File: config.mk
export PLATFORM = sky130hd
export DESIGN_NAME = sat_acc_seq
export DESIGN_NICKNAME = d
export VERILOG_FILES = /design/src/rtl/sat_acc_seq.sv
export SDC_FILE = /design/constraint.sdc
export NUM_CORES = 1
export LEC_CHECK = 0
export ABC_CLOCK_PERIOD_IN_PS = 3200
export CORE_ASPECT_RATIO = 2
export CORE_MARGIN = 8
export CORE_UTILIZATION = 52
export DETAILED_ROUTE_END_ITERATION = 8
export GPL_ROUTABILITY_DRIVEN = 0
export PLACE_DENSITY_LB_ADDON = 0.2
export SYNTH_ARGS = -nofsm -noshare
export SYNTH_HDL_FRONTEND = slang
export SYNTH_SLANG_ARGS = --single-unit
File: constraint.sdc
create_clock -name clk -period 3.2 [get_ports clk]
set_input_delay 0.96 -clock clk [delete_from_list [all_inputs] [get_ports clk]]
set_output_delay 0.96 -clock clk [all_outputs]
set_load 0.01 [all_outputs]
File: src/rtl/sat_acc_seq.sv
// Saturating signed 12-bit accumulator over a run of len terms.
// Handshakes: start/start_ready, in_valid/in_ready, res_valid/res_ready.
module sat_acc_seq #(
  parameter int LEN_W = 5
) (
  input  logic             clk,
  input  logic             rst,
  input  logic             start,
  input  logic [LEN_W-1:0] len,
  output logic             start_ready,
  input  logic             in_valid,
  input  logic [11:0]      in_data,
  output logic             in_ready,
  output logic             res_valid,
  input  logic             res_ready,
  output logic [11:0]      res,
  output logic             sat
);

  typedef enum logic [1:0] {
    S_IDLE = 2'd0,
    S_ACC  = 2'd1,
    S_DONE = 2'd2
  } state_t;

  localparam logic [LEN_W-1:0] CNT_ZERO = {LEN_W{1'b0}};
  localparam logic [LEN_W-1:0] CNT_ONE  = {{(LEN_W-1){1'b0}}, 1'b1};

  // Result bit 12 flags a clamped add; bits 11:0 are the (possibly clamped) sum.
  function automatic logic [12:0] f_satadd(input logic [11:0] a, input logic [11:0] b);
    logic [11:0] sum;
    sum = a + b;
    if (!a[11] && !b[11] && sum[11]) begin
      f_satadd = {1'b1, 12'h7FF};
    end else if (a[11] && b[11] && !sum[11]) begin
      f_satadd = {1'b1, 12'h800};
    end else begin
      f_satadd = {1'b0, sum};
    end
  endfunction

  state_t           r_state;
  logic [11:0]      r_acc;
  logic             r_sat;
  logic [LEN_W-1:0] r_cnt;
  logic [LEN_W-1:0] r_len;
  logic             r_start_ready;
  logic             r_in_ready;
  logic             r_res_valid;

  logic [12:0]      w_add;
  logic [LEN_W-1:0] w_cnt_nxt;
  logic             w_start_acc;
  logic             w_beat;

  assign w_add       = f_satadd(r_acc, in_data);
  assign w_cnt_nxt   = r_cnt + CNT_ONE;
  assign w_start_acc = start && (r_state == S_IDLE);
  assign w_beat      = in_valid && (r_state == S_ACC);

  // Run control FSM; handshake outputs are registered alongside the state.
  always_ff @(posedge clk or posedge rst) begin
    if (rst) begin
      r_state       <= S_IDLE;
      r_acc         <= 12'h000;
      r_sat         <= 1'b0;
      r_cnt         <= CNT_ZERO;
      r_len         <= CNT_ZERO;
      r_start_ready <= 1'b1;
      r_in_ready    <= 1'b0;
      r_res_valid   <= 1'b0;
    end else begin
      case (r_state)
        S_IDLE: begin
          if (w_start_acc) begin
            r_len         <= len;
            r_acc         <= 12'h000;
            r_sat         <= 1'b0;
            r_cnt         <= CNT_ZERO;
            r_start_ready <= 1'b0;
            if (len != CNT_ZERO) begin
              r_state    <= S_ACC;
              r_in_ready <= 1'b1;
            end else begin
              r_state     <= S_DONE;
              r_res_valid <= 1'b1;
            end
          end
        end
        S_ACC: begin
          if (w_beat) begin
            r_acc <= w_add[11:0];
            r_sat <= r_sat | w_add[12];
            r_cnt <= w_cnt_nxt;
            // Counter stays below len, so the increment never wraps.
            if (w_cnt_nxt == r_len) begin
              r_state     <= S_DONE;
              r_in_ready  <= 1'b0;
              r_res_valid <= 1'b1;
            end
          end
        end
        S_DONE: begin
          if (res_ready) begin
            r_state       <= S_IDLE;
            r_res_valid   <= 1'b0;
            r_start_ready <= 1'b1;
          end
        end
        default: begin
          r_state       <= S_IDLE;
          r_start_ready <= 1'b1;
          r_in_ready    <= 1'b0;
          r_res_valid   <= 1'b0;
        end
      endcase
    end
  end

  assign start_ready = r_start_ready;
  assign in_ready    = r_in_ready;
  assign res_valid   = r_res_valid;
  assign res         = r_acc;
  assign sat         = r_sat;

endmodule

-- After elaboration in Yosys (flattened, before gate mapping)
Index checks and enable logic that the tools add are counted.
Widths: inputs -> output; s select.
- register bits after elaboration: 28
- input bits: 22
- $add $sub $neg: 2
- equal/unequal tests: 9
- multiplexer cells: 30
- bitwise logic cells: 3
- reduce and logical (&&, ||, !) cells: 18
- operator list (cell ; number):
    $mux 13 ; 2
    $mux 12 ; 2
    $pmux 12 s2 ; 1
    $add 12x12->12 ; 1
    $mux 1 ; 12
    $mux 2 ; 5
    $mux 5 ; 2
    $pmux 5 s2 ; 1
    $reduce_and 5->1 ; 2
    $pmux 1 s3 ; 3
    $ne 2x2->1 const B ; 4
    $logic_and 1x1->1 ; 6
    $pmux 2 s3 ; 1
    $reduce_and 3->1 ; 2
    $add 5x1->5 const B ; 1
    $eq 5x5->1 ; 1
    $reduce_bool 5->1 ; 1
    $ne 2x1->1 const B ; 2
    $reduce_and 4->1 ; 1
    $logic_not 1->1 ; 3
    $eq 2x1->1 const B ; 1
    $eq 2x2->1 const B ; 1
    $logic_not 2->1 ; 1
    $not 1->1 ; 2
    4 further kinds ; 4

-- Depth between registers and ports, before layout
Gate-level depths: netlist (run 1).
- word-level depth: 8
- gate-level depth with buffers: 8

-- Worst setup path before layout (run 1)
OpenSTA, ideal clock, no wires.
- kind: input port to flip-flop
- start: in in_data[1]
- end: reg r_acc[7] (netlist: res[7])
- setup time: 126 ps
- arrival time: 2798 ps
- slack: 276 ps
- stages on the path: 7
- buffers on the path: 1
- cells stage by stage: ha_1 > a211o_1 > a211o_4 > a2111oi_2 > and4b_4 > buf_6 > a221o_1
- word-level cells in the longest chain between the ends: 7
- elaborated cells on any way between the ends: 8
- those cells by class: add/sub: 1; mux: 4; reduce/logical: 3
- RTL lines (item ; RTL line ; RTL):
    from (decl) ; 12 ; input logic [11:0] in_data,
    $add 12x12->12 * ; 32 ; sum = a + b;
    $logic_not 1->1 ; 35 ; end else if (a[11] && b[11] && !sum[11]) begin
    $logic_and 1x1->1 ; 35 ;
    $mux 13 ; 35 ;
    $mux 13 * ; 33 ; if (!a[11] && !b[11] && sum[11]) begin
    $mux 12 * ; 91 ; if (w_beat) begin
    $pmux 12 s2 * ; 73 ; case (r_state)
    to (signal assigned) ; 92 ; r_acc <= w_add[11:0];
    to (decl) ; 43 ; logic [11:0] r_acc;
Every way passes the cells marked *; elsewhere a longest branch is shown, timed or not. The select of a mux whose other input is x is not followed.
A chain may end at the register's enable or synchronous reset.

-- Worst setup path in the final report (run 1)
- start: in in_data[2]
- end: reg r_acc[4] (netlist: res[4])
The elaborated chain is that of the path after synthesis.

==> results of run 1 <==
[cell usage in the layout, fill, tap and decap left out, types with 2 or more instances in the layout]
master / netlist / routed
ha_1: 14 / 14
xnor2_1: 9 / 9
inv_1: 6 / 6
a221o_1: 10 / 10
a21oi_1: 16 / 15
nand2b_1: 5 / 5
a211oi_1: 3 / 3
xor2_1: 7 / 7
o21bai_1: 2 / 2
clkdlybuf4s50_1: 0 / 36
nor2_1: 12 / 12
nand2_1: 11 / 11
dfrtp_1: 27 / 27
clkbuf_8: 0 / 3
o31ai_1: 2 / 2
a211o_1: 5 / 5
o21ai_1: 9 / 9
nand4_1: 3 / 3
a21o_1: 4 / 4
a211oi_2: 2 / 2
and3_1: 4 / 4
mux2_2: 5 / 5
buf_4: 2 / 19
nand3_1: 5 / 5
o21ai_0: 2 / 2
[report_power, final]
group / total, uW / leakage [uW] / internal, uW / switching, uW
Combinational: 1430 / 0.000774 / 732 / 701
Clock: 188 / 0.0000228 / 89.0 / 99.1
Sequential: 645 / 0.000352 / 503 / 143
[layout make-up]
cell class | instances | share of cell area (%)
clock buffers | 4 | 1.766
inverters | 6 | 0.8832
multi-input cells | 154 | 47.20
flip-flops and latches | 28 | 27.53
well taps | 49 | 2.404
repair buffers | 56 | 20.22
[what timing repair did]
| item | 4_1_cts | 5_1_grt |
|---|---|---|
| setup endpoints to repair | 0 | 9 |
| buffers inserted | 0 | 1 |
| resized for setup | 0 | 3 |
[metal layers]
metal	vias up	routed length (um)
li1	842	-
met1	851	1827
met2	34	3164
met3	10	118
met4	0	120
met5	-	0
[state kept, by name (all words and copies together) (netlist names)]
| register | cells |
|---|---|
| res | 12 |
| r_cnt | 5 |
| r_len | 5 |
| r_state | 2 |
| in_ready | 1 |
| res_valid | 1 |
| sat | 1 |
| start_ready | 1 |
[through the flow]
stage          util (%)  TNS [ps]
3_5_place_dp      68.40     -2208
5_1_grt           70.69         0
3_3_place_gp      68.40     -1442
2_1_floorplan         -         0
4_1_cts           69.65         0
6_report          70.69         0
[kinds of logic (layout without fill, tap and decap cells)]
kind of cell | count (synthesis) | after routing | synth area share, %
adders and majority gates | 15 | 15 | 10.03
buffers and inverters | 12 | 66 | 3.472
AOI/OAI and AO/OA | 67 | 67 | 26.50
xor gates and xnor gates | 16 | 16 | 7.203
and+or+nand+nor | 50 | 51 | 13.83
muxes | 5 | 5 | 2.894
DFF | 28 | 28 | 36.08
[worst max-delay path, stage by stage]
cell and delay [ps]:
clkdlybuf4s50_1 400, ha_1 300, o211a_1 260, a211o_4 390, a2111oi_4 370, and4b_2 310, a221o_1 300
[worst paths after layout]
kind	startpoint	end	cells past startpoint
max in group asynchronous	rst	r_cnt[4]$_DFFE_PP0P_	3
max reg2reg	res[1]$_DFFE_PP0P_	res[4]$_DFFE_PP0P_	6
max	in_data[2]	res[4]$_DFFE_PP0P_	7
min in group asynchronous	rst	res[1]$_DFFE_PP0P_	2
min	r_cnt[4]$_DFFE_PP0P_	r_cnt[4]$_DFFE_PP0P_	1
min reg2reg	r_cnt[4]$_DFFE_PP0P_	r_cnt[4]$_DFFE_PP0P_	1
==> flow_metrics.env, run 1 <==
export IMPL_vias=1737
export IMPL_start_util_pct=53.94
export IMPL_wl_per_cell_um=17.61
export IMPL_synth_area_leaders="dfrtp_1, ha_1, a221o_1"
export IMPL_antenna_found_initial=0
export IMPL_core_area_mm2=0.003607
export IMPL_grt_busiest_layer="met2"
export IMPL_synth_common_cells="dfrtp_1, a21oi_1, ha_1"
export IMPL_insertion_delay_ps=270
export IMPL_final_area_mm2=0.002550
export IMPL_cts_sinks=28
export IMPL_dp_slack_ps=-212.6
export IMPL_grt_ovfl_total=0
export IMPL_multi_input_area_mm2=0.001204
export IMPL_cts_tree="built"
export IMPL_dp_hpwl_um=4142
export IMPL_numCtsBuffers=3
export IMPL_grt_pass1_wl_um=8307
export IMPL_cts_root_buffer_cell="clkbuf_8"
export IMPL_final_antenna_net_count=0
export IMPL_use_met1_pct=16.45
export IMPL_period_needed_ps=3140
export IMPL_yosys_most_used_dff="dfrtp_1"
export IMPL_p_leak_uw=0.001149
export IMPL_firstDrtPassIters=4
export IMPL_clock_path_buffers=2
export IMPL_num_fill_cells=300
export IMPL_grt_pass1_vias=1827
export IMPL_ys_types=49
export IMPL_syn_inst=193
export IMPL_worstSetupPathType="in2reg"
export IMPL_ys_seq_area_share_pct=36.08
export IMPL_irDropWorstVdd_uv=555.3
export IMPL_relSlewSlack_pct=21.31
export IMPL_die_w_um=59.25
export IMPL_hold_class="reg2reg"
export IMPL_synthesis_nets=230
export IMPL_finalWorstSetupSlack_ps=60.30
export IMPL_fin_crit_sh_pct=98.12
export IMPL_avgSynthCellArea_um2=10.08
export IMPL_drive_gt1_share_pct=15.73
export IMPL_fin_nets=286
export IMPL_fin_cells=297
export IMPL_synth_cell_area_mm2=0.001946
export IMPL_gr_usage_all_layers_pct=17.43
export IMPL_ys_ff_latch=28
export IMPL_synth_top_area_share_pct=34.73
export IMPL_yosysWarnings=0
export IMPL_yosysMostFrequentCell="dfrtp_1"
export IMPL_num_rows=31
export IMPL_startpoint_type="primary input"
export IMPL_tightest_slew_ps=1180
export IMPL_fin_hold_ws_ps=508.8
export IMPL_drc=0
export IMPL_setup_violations=0
export IMPL_port_buffers=37
export IMPL_io_pins=38
export IMPL_rsz0062_at_grt="false"
export IMPL_synth_edf_count=0
export IMPL_routed_wl_um=5231
export IMPL_finClkSkew_ps=2.019
export IMPL_cp_arrival_ps=3300
export IMPL_fmax_ghz=0.3185
export IMPL_grt_max_degree=19
export IMPL_total_power_uw=2266
export IMPL_dp_cells=291
export IMPL_cap_violations=0
export IMPL_grt_use_met2_pct=35.23
export IMPL_yosysTopAreaCell="dfrtp_1"
export IMPL_die_area_mm2=0.006073
export IMPL_hold_viol=0
export IMPL_cts_clk_slew_worst_paths_ps=90
export IMPL_diodes=0
export IMPL_placed_area_mm2=0.002467
export IMPL_syn2layout_area_growth_pct=31.06
export IMPL_gr_usage_met3_pct=2.125
export IMPL_seq_area_um2=701.9
export IMPL_powerDensity_mw_per_mm2=888.8
export IMPL_slew_viol_final=0
export IMPL_end_kind="flop"
export IMPL_required_ps=3360
export IMPL_status="finished clean"
export IMPL_drt_iter0_markers=58
export IMPL_r2r_slack_ps=620
export IMPL_cts_hold_fix_buffers=0
export IMPL_cts_max_level=1
export IMPL_synthArstFlopShare_pct=100.0
export IMPL_via_per_inst=5.848
export IMPL_die_height_um=102.5
export IMPL_path_max_fanout=6
No activity file was read; power rests on OpenSTA's default activity.
==> run 2: changes to the inputs <==
--- a/config.mk
+++ b/config.mk
@@ -12,6 +12,7 @@
 export DETAILED_ROUTE_END_ITERATION = 8
 export GPL_ROUTABILITY_DRIVEN = 0
 export PLACE_DENSITY_LB_ADDON = 0.2
+export SKIP_CTS_REPAIR_TIMING = 1
 export SYNTH_ARGS = -nofsm -noshare
 export SYNTH_HDL_FRONTEND = slang
 export SYNTH_SLANG_ARGS = --single-unit
==> results of run 2 <==
Same layout as run 1: the final DEF is identical, and so are final timing and power.
